## src/rtl/cpu_pkg.sv

```systemverilog
// Shared CPU-core definitions: default datapath widths, opcode encoding,
// scoreboard counter width and a small ceil-log2 helper.
package cpu_pkg;

    localparam int DEF_DATA_W = 16;
    localparam int DEF_ADDR_W = 3;

    // In-flight writers per register are tracked by a saturating counter.
    localparam int               SB_W   = 2;
    localparam logic [SB_W-1:0]  SB_MAX = '1;

    typedef enum logic [3:0] {
        OP_NOP = 4'h0,
        OP_ADD = 4'h1,
        OP_SUB = 4'h2,
        OP_AND = 4'h3,
        OP_OR  = 4'h4,
        OP_XOR = 4'h5,
        OP_LD  = 4'h6,
        OP_ST  = 4'h7,
        OP_BR  = 4'h8,
        OP_JMP = 4'h9
    } opcode_e;

    function automatic int clog2(input int value);
        int result;
        result = 0;
        while ((1 << result) < value) begin
            result = result + 1;
        end
        return result;
    endfunction

endpackage

```

## src/rtl/rf_bypass_sel.sv

```systemverilog
// One read port: picks the youngest in-flight producer (EX > MEM > WB) or
// falls back to the architectural register and its scoreboard state.
module rf_bypass_sel
    import cpu_pkg::*;
#(
    parameter int DATA_W   = DEF_DATA_W,
    parameter int ADDR_W   = DEF_ADDR_W,
    parameter int ZERO_REG = 0
) (
    input  logic [ADDR_W-1:0] addr_i,
    input  logic              ex_wr_i,
    input  logic [ADDR_W-1:0] ex_dst_i,
    input  logic              ex_dv_i,
    input  logic [DATA_W-1:0] ex_data_i,
    input  logic              mem_wr_i,
    input  logic [ADDR_W-1:0] mem_dst_i,
    input  logic              mem_dv_i,
    input  logic [DATA_W-1:0] mem_data_i,
    input  logic              wb_wr_i,
    input  logic [ADDR_W-1:0] wb_dst_i,
    input  logic [DATA_W-1:0] wb_data_i,
    input  logic [DATA_W-1:0] gr_data_i,
    input  logic              cnt_zero_i,
    output logic [DATA_W-1:0] data_o,
    output logic              ready_o
);

    always_comb begin
        data_o  = gr_data_i;
        ready_o = cnt_zero_i;
        if ((ZERO_REG != 0) && (addr_i == '0)) begin
            data_o  = '0;
            ready_o = 1'b1;
        end else if (ex_wr_i && (ex_dst_i == addr_i)) begin
            data_o  = ex_data_i;
            ready_o = ex_dv_i;
        end else if (mem_wr_i && (mem_dst_i == addr_i)) begin
            data_o  = mem_data_i;
            ready_o = mem_dv_i;
        end else if (wb_wr_i && (wb_dst_i == addr_i)) begin
            // Write-first: the value being written this cycle is visible now.
            data_o  = wb_data_i;
            ready_o = 1'b1;
        end
    end

endmodule

```

## src/rtl/cpu_regfile_sb.sv

```systemverilog
// General register file with per-register write scoreboard, EX/MEM/WB
// operand forwarding and load-use / scoreboard-full stall generation.
module cpu_regfile_sb
    import cpu_pkg::*;
#(
    parameter int DATA_W   = DEF_DATA_W,
    parameter int ADDR_W   = DEF_ADDR_W,
    parameter int RD_PORTS = 2,
    parameter int ZERO_REG = 0
) (
    input  logic                         clock,
    input  logic                         reset,
    input  logic                         en,
    input  logic [RD_PORTS-1:0]          rd_need,
    input  logic [RD_PORTS*ADDR_W-1:0]   rd_addr,
    output logic [RD_PORTS*DATA_W-1:0]   rd_data,
    output logic [RD_PORTS-1:0]          rd_ready,
    input  logic                         iss_valid,
    input  logic [ADDR_W-1:0]            iss_dst,
    input  logic                         ex_wr,
    input  logic [ADDR_W-1:0]            ex_dst,
    input  logic                         ex_dv,
    input  logic [DATA_W-1:0]            ex_data,
    input  logic                         mem_wr,
    input  logic [ADDR_W-1:0]            mem_dst,
    input  logic                         mem_dv,
    input  logic [DATA_W-1:0]            mem_data,
    input  logic                         wb_wr,
    input  logic [ADDR_W-1:0]            wb_dst,
    input  logic [DATA_W-1:0]            wb_data,
    output logic                         stall,
    output logic [(1<<ADDR_W)-1:0]       pend,
    output logic                         sb_err
);

    localparam int REG_N = 1 << ADDR_W;

    logic [DATA_W-1:0] gr_q  [REG_N];
    logic [DATA_W-1:0] gr_d  [REG_N];
    logic [SB_W-1:0]   cnt_q [REG_N];
    logic [SB_W-1:0]   cnt_d [REG_N];
    logic              sb_err_q;
    logic              sb_err_d;

    logic [REG_N-1:0]    inc_v;
    logic [REG_N-1:0]    dec_v;
    logic [RD_PORTS-1:0] need_miss;
    logic                iss_fire;
    logic                wb_fire;

    assign iss_fire = en & iss_valid & ~stall;
    assign wb_fire  = en & wb_wr;

    genvar gi;
    generate
        for (gi = 0; gi < REG_N; gi = gi + 1) begin : g_reg
            // With a hard-wired zero register, r0 never tracks writers.
            localparam bit FIXED = (ZERO_REG != 0) && (gi == 0);
            assign inc_v[gi] = iss_fire & (iss_dst == ADDR_W'(gi)) & ~FIXED;
            assign dec_v[gi] = wb_fire  & (wb_dst  == ADDR_W'(gi)) & ~FIXED;
            assign pend[gi]  = (cnt_q[gi] != '0);
        end

        for (gi = 0; gi < RD_PORTS; gi = gi + 1) begin : g_port
            rf_bypass_sel #(
                .DATA_W   (DATA_W),
                .ADDR_W   (ADDR_W),
                .ZERO_REG (ZERO_REG)
            ) u_sel (
                .addr_i     (rd_addr[gi*ADDR_W +: ADDR_W]),
                .ex_wr_i    (ex_wr),
                .ex_dst_i   (ex_dst),
                .ex_dv_i    (ex_dv),
                .ex_data_i  (ex_data),
                .mem_wr_i   (mem_wr),
                .mem_dst_i  (mem_dst),
                .mem_dv_i   (mem_dv),
                .mem_data_i (mem_data),
                .wb_wr_i    (wb_wr),
                .wb_dst_i   (wb_dst),
                .wb_data_i  (wb_data),
                .gr_data_i  (gr_q[rd_addr[gi*ADDR_W +: ADDR_W]]),
                .cnt_zero_i (cnt_q[rd_addr[gi*ADDR_W +: ADDR_W]] == '0),
                .data_o     (rd_data[gi*DATA_W +: DATA_W]),
                .ready_o    (rd_ready[gi])
            );
            assign need_miss[gi] = rd_need[gi] & ~rd_ready[gi];
        end
    endgenerate

    // Stall on any unready needed operand, or when the destination counter is full.
    assign stall  = (|need_miss) | (iss_valid & (cnt_q[iss_dst] == SB_MAX));
    assign sb_err = sb_err_q;

    always_comb begin
        sb_err_d = sb_err_q;
        for (int r = 0; r < REG_N; r++) begin
            gr_d[r]  = gr_q[r];
            cnt_d[r] = cnt_q[r];
            if (dec_v[r]) begin
                gr_d[r] = wb_data;
            end
            if (inc_v[r] && !dec_v[r]) begin
                if (cnt_q[r] != SB_MAX) begin
                    cnt_d[r] = cnt_q[r] + SB_W'(1);
                end
            end else if (dec_v[r] && !inc_v[r]) begin
                if (cnt_q[r] == '0) begin
                    sb_err_d = 1'b1;
                end else begin
                    cnt_d[r] = cnt_q[r] - SB_W'(1);
                end
            end
        end
    end

    always_ff @(posedge clock or negedge reset) begin
        if (!reset) begin
            for (int r = 0; r < REG_N; r++) begin
                gr_q[r]  <= '0;
                cnt_q[r] <= '0;
            end
            sb_err_q <= 1'b0;
        end else begin
            for (int r = 0; r < REG_N; r++) begin
                gr_q[r]  <= gr_d[r];
                cnt_q[r] <= cnt_d[r];
            end
            sb_err_q <= sb_err_d;
        end
    end

endmodule

```

## config.mk

```make
export PLATFORM = sky130hd
export DESIGN_NAME = cpu_regfile_sb
export DESIGN_NICKNAME = d
export VERILOG_FILES = /design/src/rtl/cpu_pkg.sv /design/src/rtl/rf_bypass_sel.sv /design/src/rtl/cpu_regfile_sb.sv
export SDC_FILE = /design/constraint.sdc
export NUM_CORES = 1
export LEC_CHECK = 0
export CAP_MARGIN = 30
export CORE_UTILIZATION = 55
export DETAILED_ROUTE_END_ITERATION = 7
export GPL_ROUTABILITY_DRIVEN = 0
export PLACE_DENSITY = 0.82
export RECOVER_POWER = 25
export SLEW_MARGIN = 0
export SYNTH_ARGS = -nofsm -noshare
export SYNTH_HDL_FRONTEND = slang
export SYNTH_SLANG_ARGS = --single-unit
export TNS_END_PERCENT = 100
```

## constraint.sdc

```tcl
create_clock -name clock -period 3.1 [get_ports clock]
set_clock_uncertainty 0.2 [all_clocks]
set_input_delay 0.465 -clock clock [delete_from_list [all_inputs] [get_ports clock]]
set_output_delay 0.465 -clock clock [all_outputs]
set_load 0.02 [all_outputs]
```

# ---- Yosys cells after proc, flatten, opt, wreduce, memory -nomap -nowiden
# Cells that the tools add are included.
# W data, S select, Z words.
dict set report word_totals {
  regBits 145
  inputBits 77
  out_inout_bits 44
}
dict set report classes {
  addsub 16
  order_cmp 3
  eq_ne 45
  n_mux 83
  bitwise 29
  n_reduce_logical 75
}
# cell n
set ops {}
lappend ops {{$mux W16} 10}
lappend ops {{$bmux W16 S3} 2}
lappend ops {{$mux W2} 38}
lappend ops {{$ne A2 B2 Y1 const B} 16}
lappend ops {{$reduce_bool A2 Y1} 16}
lappend ops {{$mux W1} 30}
lappend ops {{$eq A3 B3 Y1 const B} 8}
lappend ops {{$reduce_and A3 Y1} 8}
lappend ops {{$and A1 B1 Y1} 22}
lappend ops {{$logic_and A1 B1 Y1} 22}
lappend ops {{$logic_not A2 Y1} 10}
lappend ops {{$bmux W2 S3} 3}
lappend ops {{$eq A3 B3 Y1} 6}
lappend ops {{$add A2 B1 Y2 const B} 8}
lappend ops {{$logic_not A1 Y1} 16}
lappend ops {{$ne A2 B1 Y1 const B} 8}
lappend ops {{$sub A2 B1 Y2 const B} 8}
lappend ops {{$eq A3 B2 Y1 const B} 4}
lappend ops {{$ge A4 B4 Y1 const B} 3}
lappend ops {{$not A3 Y4} 3}
lappend ops {{$eq A3 B1 Y1 const B} 2}
lappend ops {{$logic_not A3 Y1} 2}
lappend ops {{$not A1 Y1} 3}
lappend ops {{$eq A2 B2 Y1 const B} 1}
lappend ops {{2 further kinds} 2}

# ---- Depth between registers and ports, before layout
# Gate-level depths: netlist (run 1).
dict set report logic_depth {
  word_depth 40
  ltp_mapped 13
}

# ---- By module
# Synthesis (run 1) repeated with hierarchy kept, for this count alone.
dict set report hier_totals {
  hier_cells 788
  area_unflattened_um2 9770.6
}
# mod n_inst cells_each area_each_um2
set by_module_without_submodules {}
lappend by_module_without_submodules {cpu_regfile_sb 1 568 8194.1}
lappend by_module_without_submodules {rf_bypass_sel 2 110 788.3}

# ---- Least setup slack after synthesis (run 1)
# OpenSTA, ideal clock, no wires.
dict set report synth_path {
  path_kind {input to register}
  start {input rd_addr[3]}
  end {register sb_err_q (netlist: sb_err)}
  setup_time_ns 0.133
  arrival_time_ns 2.490
  required_ns 2.767
  path_slack_ns 0.277
  cell_stages 11
  cell_sequence {buf_6 -> nor3_1 -> a21oi_1 -> mux4_2 -> a211oi_4 -> buf_6 -> nand4_1 -> ha_1 -> nor3b_1 -> nor4_1 -> nand3_1}
}
dict set report synth_via {
  elab_chain_cells 40
}
# item line_no
set synth_rtl {}
lappend synth_rtl {{start, declared} cpu_regfile_sb.sv:15} ;# input logic [RD_PORTS*ADDR_W-1:0] rd_addr,
lappend synth_rtl {{$not A3 Y4 (not written as such)} cpu_regfile_sb.sv:83} ;# .cnt_zero_i (cnt_q[rd_addr[gi*ADDR_W +: ADDR_W]] == '0),
lappend synth_rtl {{$bmux W2 S3} cpu_regfile_sb.sv:83}
lappend synth_rtl {{$mux W2 (not written as such) (2 in a row)} cpu_regfile_sb.sv:83}
lappend synth_rtl {{$logic_not A2 Y1} cpu_regfile_sb.sv:83}
lappend synth_rtl {{$mux W1} rf_bypass_sel.sv:40} ;# end else if (wb_wr_i && (wb_dst_i == addr_i)) begin
lappend synth_rtl {{$mux W1} rf_bypass_sel.sv:37} ;# end else if (mem_wr_i && (mem_dst_i == addr_i)) begin
lappend synth_rtl {{$mux W1 *} rf_bypass_sel.sv:34} ;# end else if (ex_wr_i && (ex_dst_i == addr_i)) begin
lappend synth_rtl {{$not A1 Y1 *} cpu_regfile_sb.sv:87} ;# assign need_miss[gi] = rd_need[gi] & ~rd_ready[gi];
lappend synth_rtl {{(+24 left out)} n/a}
lappend synth_rtl {{$mux W1} cpu_regfile_sb.sv:103} ;# if (inc_v[r] && !dec_v[r]) begin
lappend synth_rtl {{$mux W1} cpu_regfile_sb.sv:108} ;# if (cnt_q[r] == '0) begin
lappend synth_rtl {{$mux W1} cpu_regfile_sb.sv:107} ;# end else if (dec_v[r] && !inc_v[r]) begin
lappend synth_rtl {{$mux W1} cpu_regfile_sb.sv:103}
lappend synth_rtl {{$mux W1} cpu_regfile_sb.sv:108}
lappend synth_rtl {{$mux W1} cpu_regfile_sb.sv:107}
lappend synth_rtl {{$mux W1 *} cpu_regfile_sb.sv:103}
lappend synth_rtl {{via sb_err_d} cpu_regfile_sb.sv:43} ;# logic sb_err_d;
lappend synth_rtl {{end signal, assigned} cpu_regfile_sb.sv:129} ;# sb_err_q <= sb_err_d;
lappend synth_rtl {{end, declared} cpu_regfile_sb.sv:42} ;# logic sb_err_q;
# Mark *: on every way through the listed nets, which the timed path passes. The rest lies on a longest branch. The select of a mux whose other input is x is not followed.
# A chain may end at the register's enable or synchronous reset.

# ---- Final worst setup path (run 1)
dict set report layout_path {
  start {input ex_dst[1]}
  end {output rd_data[21]}
}
dict set report layout_via {
  elab_chain_cells 3
}
# item line_no
set layout_rtl {}
lappend layout_rtl {{start, declared} cpu_regfile_sb.sv:21} ;# input logic [ADDR_W-1:0] ex_dst,
lappend layout_rtl {{$eq A3 B3 Y1} rf_bypass_sel.sv:34}
lappend layout_rtl {{$logic_and A1 B1 Y1} rf_bypass_sel.sv:34}
lappend layout_rtl {{$mux W16} rf_bypass_sel.sv:34}
lappend layout_rtl {{end, declared} cpu_regfile_sb.sv:16} ;# output logic [RD_PORTS*DATA_W-1:0] rd_data,
# No other way between the ends.

==> summary.md, run 1 <==
| Metric | Value |
|---|---|
| Most common cell in the synthesized netlist | dfrtp_1 |
| Rel. slew slack | 18.80% |
| Post-synth top area share | roughly 38% |
| Grt total ovfl | 0 |
| Static Leak | about 0.0055 µW |
| Post-synth net total | between 900 and 1k |
| Achievable frequency | about 330 MHz |
| Final period util | 98.23% |
| CP arrival | 2.38 ns |
| Most instantiated cells after synthesis | dfrtp_1 (145), nand2_1 (119), mux2_2 (113) |
| Area grow syn2layout | 28.77% |
| Synth area leader | dfrtp_1 |
| Final WL | 28.68 mm |
| Post-Synthesis Cells | 857 |
| I/O pins | about 120 |
| Detailed placer's ending HPWL | 19.59 mm |
| Mean post-synth cell area | 11.18 µm² |
| Netlist cell types | 46 |
| Seq pwr share | 37.0% |
| Min cycle time layout | ~3.0 ns |
| Multi-input gate area | 5607 µm² |
| Vias per cell | 6.473 |
| Slew Viols, Final | 0 |
| Root buf cell | clkbuf_16 |
| Final setup viols | 0 |
| Int Pwr | 4818 µW |
| Final Util | between 70 and 80% |
| Cell Area, Synth | between 9000 and 10000 µm² |
| Sw Ratio | 30.75% |
| Diodes inserted | 0 |
| CP most frequent cell | a21oi_1 |
| First-pass GRT wire length | 45.46 mm |
| Fillers | 1143 |
| Hold Path Origin | gr_q[58]$_DFFE_PN0P_ |
| Delay-heaviest family, CP | buffers and inverters |
| Status | finished clean |
| Main synth FF type | dfrtp_1 |
| WHS | 0.2951 ns |
| Sequential cell area | roughly 3600 µm² |
| Setup TNS | 0 ns |
| GRT Total Usage | 33.45% |
| Worst r2r src | cnt_q[2]$_DFFE_PN0P_ |
| Initial core utilization | 56.96% |
| Port Buf Inserts | 120 |
| Initial drt markers | 851 |
| Die W | 134.0 µm |
| Initial antenna violation count | 0 |
| CP Capture Type | output pin |
| Hold Crit Class | flop to flop |
| Die area | 17950 µm² |
| Core footprint | 16820 µm² |
| FF-to-FF setup slack | between 0.15 and 0.2 ns |
| Comb power frac | 30.7% |
| Worst Tran Pin Value | roughly 1.2 ns |
| Seq/Total Area, Yosys | between 30% and 40% |
| Largest net degree at the start of global routing | 54 |
| Critical path, cell by cell | clkdlybuf4s50_1 > xnor2_2 > and4_2 > buf_4 > buf_12 > a21oi_1 > a21oi_1 > dlygate4sd2_1 |
| Wirelength per Cell | 22.73 µm |
| Slowest Stage Delay on Critical Path | 0.49 ns |
| Asr flop ratio synth | 100.0% |
| CP Max Fanout | 10 |
| Maximum buffer depth of the clock tree | 2 |
| CTS clock-pin slew for the worst setup and hold paths | 0.06 ns |
| Max Cap Violations | 0 |
| Worst-case reg-to-reg path depth | 11 |
| CP Class | input pin to output pin |
| Crit path launch type | input pin |
| Post-synth EDFFs | 0 |
| CP bufs+invs | 4 |
| CTS tree | done |
| Clk_lat worst skew | around 0.43 ns |
| Rows | 47 |
| Reg-to-Reg End | sb_err$_DFF_PN0_ |
| Dpl ws | -0.3194 ns |
| Hold depth | 2 |
| Die Y | 134.0 µm |
| First drt pass iteration count | 7 |
| CP max-delay cell | clkdlybuf4s50_1 |
| Synth area leaders | dfrtp_1 (38%), mux4_2 (16%), mux2_2 (13%) |
| Vias in the first global route | roughly 8.5k |
| Worst setup margin | 0.05482 ns |
| Power density over the cells | 563.9 nW/µm² |
| Clk network pwr share | between 30% and 40% |
| Vias post-DR | ~8.2k |
| Fin nets | between 1k and 1.5k |
| Antenna viol nets, final | 0 |
| Max IR drop VDD | between 0.0004 and 0.0005 V |
| Synthesis Warnings | 0 |
| Detailed-route DRC error count | 0 |
| #FFs+latches synth | roughly 150 |
| H-tree levels | 4 |
| Hold endpoint | gr_q[58]$_DFFE_PN0P_ |
| Share of layout cells above drive strength 1 | 35.41% |
| Worst endpoint required time | approximately 2.4 ns |
| Final Hold Viols | 0 |
| Clock sinks | 145 |
| TritonCTS Buffers | 17 |
| Sw power | 2139 µW |
[registers in the layout, summed over array words and instances, names as in the netlist]
register and flops:
cnt_q 16, gr_q 128, sb_err 1
[cell type report]
type                    count  area share, %
clock buffers              18          3.560
well taps                 220          2.231
clock inverters            14          1.643
multi-input cells         623          45.45
flip-flops and latches    145          29.41
inverters                  16         0.4868
repair buffers            226          17.22
[repair_timing]
| action | 4_1_cts | 5_1_grt |
|---|---|---|
| endpoints found under the hold margin | 42 | 0 |
| hold buffers | 1 | 0 |
| setup endpoints to repair | 35 | 29 |
| resized for setup | 46 | 35 |
| pin swaps | 1 | 6 |
| buffers inserted | 0 | 1 |
[kinds of logic after synthesis]
kind of cell	share of synthesized area, %
compound gates	8.267
flops	37.87
xor+xnor	1.881
fa+ha+maj	2.090
buf+inv	4.440
simple gates	11.69
mux	33.76
[tightest hold or removal path: stages (launching register included)]
cell and delay (ns):
dfrtp_1 0.35, nand2_1 0.06, nand2_1 0.05
[metal layers]
metal	global-route usage (%)	part of all wire (%)
met5	0	0
met1	42.59	39
met3	8.277	9.5
met4	14.52	2.8
met2	54.43	49
[worst max path at each step]
stage | start | to | slack, ns | cells past startpoint
3_3_place_gp | mem_dst[0] | rd_data[27] | -0.28 | 8
5_1_grt | ex_dst[1] | rd_data[25] | -0.01 | 8
4_1_cts | wb_dst[1] | rd_data[5] | 0.004 | 8
6_report | ex_dst[1] | rd_data[21] | 0.05 | 8
2_1_floorplan | rd_addr[3] | sb_err$_DFF_PN0_ | 0.28 | 11
3_5_place_dp | mem_dst[1] | rd_data[27] | -0.32 | 8
[through the flow]
stage               cells  area [µm²]  power, µW
floorplan             857        9580       3907
global placement     1228       11670       4654
detailed placement   1228       11670       4763
CTS                  1261       12330       6932
global route         1262       12340       7214
finish               1262       12340       6957
[power by group through the flow]
| stage | clock network [µW] | registers [µW] | logic (µW) |
|---|---|---|---|
| detailed placement | 0 | 2590 | 2170 |
| global route | 2320 | 2630 | 2270 |
| finish | 2250 | 2580 | 2140 |
| global placement | 0 | 2540 | 2110 |
| floorplan | 0 | 2490 | 1420 |
| CTS | 2250 | 2570 | 2120 |
[layout by cell type, fill, tap and decap left out, types with 9 or more instances in the layout]
cell type | netlist | layout
xnor2_2 | 3 | 9
nand2_1 | 119 | 119
buf_4 | 4 | 87
a31oi_1 | 17 | 17
nand4_1 | 16 | 16
o211ai_1 | 32 | 32
clkdlybuf4s50_1 | 0 | 73
a21oi_1 | 48 | 47
o21ai_0 | 16 | 16
mux2_2 | 113 | 113
ha_1 | 16 | 16
xnor2_1 | 15 | 9
dfrtp_1 | 145 | 145
nor2_1 | 48 | 40
dlygate4sd2_1 | 0 | 19
buf_12 | 0 | 16
inv_1 | 15 | 15
mux4_2 | 68 | 68
mux2i_1 | 43 | 43
clkbuf_16 | 0 | 17
Power figures use the tool's default switching activity.
==> inputs of run 2 (changes only) <==
--- a/config.mk
+++ b/config.mk
@@ -11,6 +11,7 @@
 export GPL_ROUTABILITY_DRIVEN = 0
 export PLACE_DENSITY = 0.82
 export RECOVER_POWER = 25
+export REMOVE_ABC_BUFFERS = 1
 export SLEW_MARGIN = 0
 export SYNTH_ARGS = -nofsm -noshare
 export SYNTH_HDL_FRONTEND = slang
==> run 2 against run 1 <==
The run now ends with capacitance limit, slew limit left. Total power decreased by 1.5%. Design area fell by 0.61%. Combinational power is essentially flat. Largest power group unchanged.
==> summary.md, run 2 (same netlist as run 1, synthesis figures left out) <==
| Metric | Value |
|---|---|
| Status | finished, violations left |
| Failing checks | capacitance limit, slew limit |
| Slew Viols, Final | 62 |
| Diodes inserted | 0 |
| Worst-case reg-to-reg path depth | 11 |
| Grt total ovfl | 0 |
| Detailed-route DRC error count | 0 |
| Critical path, cell by cell | nor3_1 > a21oi_1 > mux4_2 > a211oi_4 > buf_6 > buf_4 > nand4_1 > ha_2 > nor3b_1 > nor4_1 > nand3_1 |
| Max Cap Violations | 1 |
| Rel. slew slack | -8.432% |
| I/O pins | 121 |
| TritonCTS Buffers | 17 |
| Wirelength per Cell | 23.59 µm |
| Largest register by flop count | gr_q |
| Crit path launch type | flop |
| Maximum buffer depth of the clock tree | 2 |
| Max IR drop VDD | 0.0004686 V |
| Final WL | 29.75 mm |
| CP Class | flop to flop |
| CTS tree | done |
| CTS clock-pin slew for the worst setup and hold paths | 0.06 ns |
| Antenna viol nets, final | 0 |
| Min cycle time layout | 3.055 ns |
| Rows | 47 |
| Largest register FFs | 128 |
| H-tree levels | 4 |
| Worst endpoint required time | 3.19 ns |
| Initial drt markers | roughly 760 |
| Hold Path Origin | gr_q[57]$_DFFE_PN0P_ |
| First-pass GRT wire length | 45.82 mm |
| Area grow syn2layout | 27.99% |
| CP Capture Type | flop |
| Reg-to-Reg End | sb_err$_DFF_PN0_ |
| Initial antenna violation count | 0 |
| Slowest Stage Delay on Critical Path | 0.53 ns |
| Share of layout cells above drive strength 1 | 37.27% |
| First drt pass iteration count | 6 |
| Initial core utilization | 56.96% |
| Final Hold Viols | 0 |
| CP max-delay cell | mux4_2 |
| CP arrival | 3.15 ns |
| Achievable frequency | 327.4 MHz |
| FF-to-FF setup slack | roughly 0.045 ns |
| Core footprint | approximately 17000 µm² |
| WHS | 0.2963 ns |
| Die W | 134.0 µm |
| Vias per cell | approximately 6.5 |
| RSZ-0062 raised after global routing | yes |
| Clk_lat worst skew | 0.43 ns |
| Worst r2r src | cnt_q[2]$_DFFE_PN0P_ |
| Clock sinks | 145 |
| Most frequent cells in the layout | dfrtp_1 (143), nand2_1 (119), mux2_2 (113) |
| Fillers | 1095 |
| Worst Tran Pin Value | around 1.6 ns |
| Vias post-DR | 8231 |
| Most common cell after layout, fill and taps aside | dfrtp_1 |
| Sw Ratio | 30.89% |
| Hold Crit Class | flop to flop |
| GRT Total Usage | 34.21% |
| Seq pwr share | 37.9% |
| Power density over the cells | approximately 560 nW/µm² |
| Detailed placer's ending HPWL | 19.30 mm |
| Root buf cell | clkbuf_16 |
| Final Util | between 70% and 80% |
| Final setup viols | 0 |
| Die area | 17950 µm² |
| Port Buf Inserts | 120 |
| Fin nets | roughly 1.1k |
| Die Y | 134.0 µm |
| Hold depth | 2 |
| Int Pwr | around 4700 µW |
| Sw power | approximately 2100 µW |
| CP Max Fanout | 6 |
| Final period util | 98.54% |
| Comb power frac | between 30% and 40% |
| Vias in the first global route | 8290 |
| Hold endpoint | gr_q[57]$_DFFE_PN0P_ |
| Static Leak | about 0.0055 µW |
| Clk network pwr share | 31.4% |
| Largest net degree at the start of global routing | 62 |
run 2: cell types whose count changed in the layout (fill, tap and decap cells not counted), moves of 3 or more:
cell,before,now
clkdlybuf4s15_2,2,10
clkdlybuf4s15_1,7,4
dlygate4sd2_1,19,2
buf_12,16,11
clkbuf_2,8,18
run 2: per-stage QoR:
step                TNS (ns)  setup WS (ns)  cells  total power [µW]  area (µm²)
floorplan             -2.929        -0.3257    784              3809        9215
global placement      -14.11        -0.4299   1220              4610       11560
detailed placement    -18.15        -0.4752   1220              4721       11560
CTS                  -0.1005       -0.08151   1254              6842       12230
global route         -0.3675       -0.09781   1261              7133       12260
finish                     0        0.04540   1261              6855       12260
run 2: what timing repair did:
item	in CTS	in global routing
endpoints found under the hold margin	59	0
hold buffers	1	0
setup buffers	1	5
pin swaps	1	9
endpoints found under the setup margin	37	44
gates resized for setup	76	66
gates cloned	1	2
run 2: area by class of cell:
class,count,area [µm²],share of cell area [%]
Clock buffer,18,439.2,3.582
Multi-Input combinational cell,623,5609,45.74
Inverter,16,60.06,0.4898
Clock inverter,13,178.9,1.459
Sequential cell,145,3631,29.61
Tap cell,220,275.3,2.245
Timing Repair Buffer,226,2068,16.87
run 2: worst max path at each step:
stage / from / to / slack [ns] / cells past startpoint
detailed placement: rd_addr[0] / rd_data[6] / -0.48 / 8
global route: cnt_q[0]$_DFFE_PN0P_ / sb_err$_DFF_PN0_ / -0.1 / 11
global placement: rd_addr[3] / rd_ready[1] / -0.43 / 8
CTS: rd_addr[3] / rd_ready[1] / -0.08 / 8
floorplan: wb_dst[0] / sb_err$_DFF_PN0_ / -0.33 / 9
finish: cnt_q[2]$_DFFE_PN0P_ / sb_err$_DFF_PN0_ / 0.05 / 11
run 2: worst max-delay path: cells and delay by family (launching register included):
kind | cells | cell delay (ns)
compound gates | 2 | 0.40
fa+ha+maj | 1 | 0.21
buf+inv | 2 | 0.27
flops | 1 | 0.45
mux | 1 | 0.53
simple gates | 5 | 0.85
run 2: power groups by stage:
stage | clock [µW] | combinational, µW | sequential, µW
2_1_floorplan | 0 | 1320 | 2490
3_3_place_gp | 0 | 2060 | 2550
3_5_place_dp | 0 | 2130 | 2590
4_1_cts | 2160 | 2100 | 2580
5_1_grt | 2250 | 2240 | 2640
6_report | 2150 | 2110 | 2600
run 2: layer usage:
layer,share of wire [%],vias to the layer above,track usage [%]
met4,4.1,0,15.66
li1,-,3529,-
met2,49,474,55.47
met3,8.5,113,8.239
met1,38,4115,43.55
met5,0,-,0
==> RTL edit (flow settings as in run 2) <==
`ZERO_REG` is set to 0 in 2 places; all go to 1.
--- a/src/rtl/rf_bypass_sel.sv
+++ b/src/rtl/rf_bypass_sel.sv
@@ -6,5 +6,5 @@
     parameter int DATA_W   = DEF_DATA_W,
     parameter int ADDR_W   = DEF_ADDR_W,
-    parameter int ZERO_REG = 0
+    parameter int ZERO_REG = 1
 ) (
     input  logic [ADDR_W-1:0] addr_i,
--- a/src/rtl/cpu_regfile_sb.sv
+++ b/src/rtl/cpu_regfile_sb.sv
@@ -7,5 +7,5 @@
     parameter int ADDR_W   = DEF_ADDR_W,
     parameter int RD_PORTS = 2,
-    parameter int ZERO_REG = 0
+    parameter int ZERO_REG = 1
 ) (
     input  logic                         clock,
Check against the original RTL: not equivalent (a bounded check fails within 4 cycles, from zero or initial values and one cycle with reset low).
==> RTL edit against run 2 <==
- the run ends with negative setup slack left
- final area is 2.5% lower
- area after synthesis is 11% lower
- first-iteration DRC count is 110% higher
- sequential share of layout area is 3.0 points lower
- sequential cell count is 18 lower
- non-clock buffer count is 54 higher
- wire length is 20% higher
- total power is 2.4% lower
- setup slack worse by 0.38 ns
- largest power group unchanged
- highest routed layer is now met5
==> RTL edit: results (changes against run 2) <==
run_status: "finished, violations left"
failed_checks: "negative setup slack"
timing.critical_path.fanout_max: 8  # +2
critPathMaxStageDelay_ns: 0.67  # +0.14 ns
post-route-worst-setup-slack_ns: -0.333  # -0.378 ns
drt_first_iter_violations: 1563  # +110%
synth.lib_cells_used.distinct: 49  # +6.5%
setup_viol_count_final: 13  # +13
grt_use_met3_pct: 12.4  # +4.2 points
yosys-top-cells-area: "dfrtp_1, mux2_2, mux4_2"
cpLargestDelayFamily: "buffers and inverters"
static-leakage-power_nw: 5.34  # -2.2%
globalRouteMet1Util_pct: 52.3  # +8.7 points
reg2reg_depth: 12  # +1
ir_drop_worst_case_vdd_mv: 0.502  # +7.1%
io_buffer_count: 119  # -0.83%
combined_area_of_the_multi_input_logic_cells_um2: 5430  # -3.2%
worst_r2r_startpoint: "cnt_q[5]"
grt_start_max_net_pins: 48  # -23%
combinationalPowerShare_pct: 32.4  # +1.6 points
endpoint: "rd_data[28]"
yosys-top-cells-count: "mux2_2, dfrtp_1, nand2_1, nor2_1, a21oi_1"
clock_cell_share_pct: 5.20  # +0.16 points
p_sw_mw: 2.26  # +6.8%
final_setup_tns_ns: -1.01  # -1.01 ns
global_route_wire_length_before_repair_um: 51600  # +13%
RTL edit: changes by cell type after synthesis, moves of 15 or more:
| cell | change |
|---|---|
| a211oi_1 | +18 |
| a21o_1 | +16 |
| a221oi_1 | +16 |
| a22oi_1 | +16 |
| a31oi_1 | -15 |
| dfrtp_1 | -18 |
| mux2_2 | +15 |
| mux2i_1 | -36 |
| mux4_2 | -33 |
| nor2_1 | +29 |
| o211ai_1 | -31 |
| o21ai_0 | +20 |
| o41ai_1 | +16 |
RTL edit: timing repair:
action                                  4_1_cts  5_1_grt
gates resized for setup                     198       53
pin swaps                                    16       15
hold buffers                                  1        0
setup buffers                                 8        4
endpoints found under the setup margin       50       50
hold endpoints to repair                     37        0
cloned                                        2        0
RTL edit: per-layer routing:
metal  share of wire [%]  vias up
met5               0.036        -
met4                 8.0        2
met3                  15      336
met2                  43     1009
met1                  33     4374
li1                    -     3608
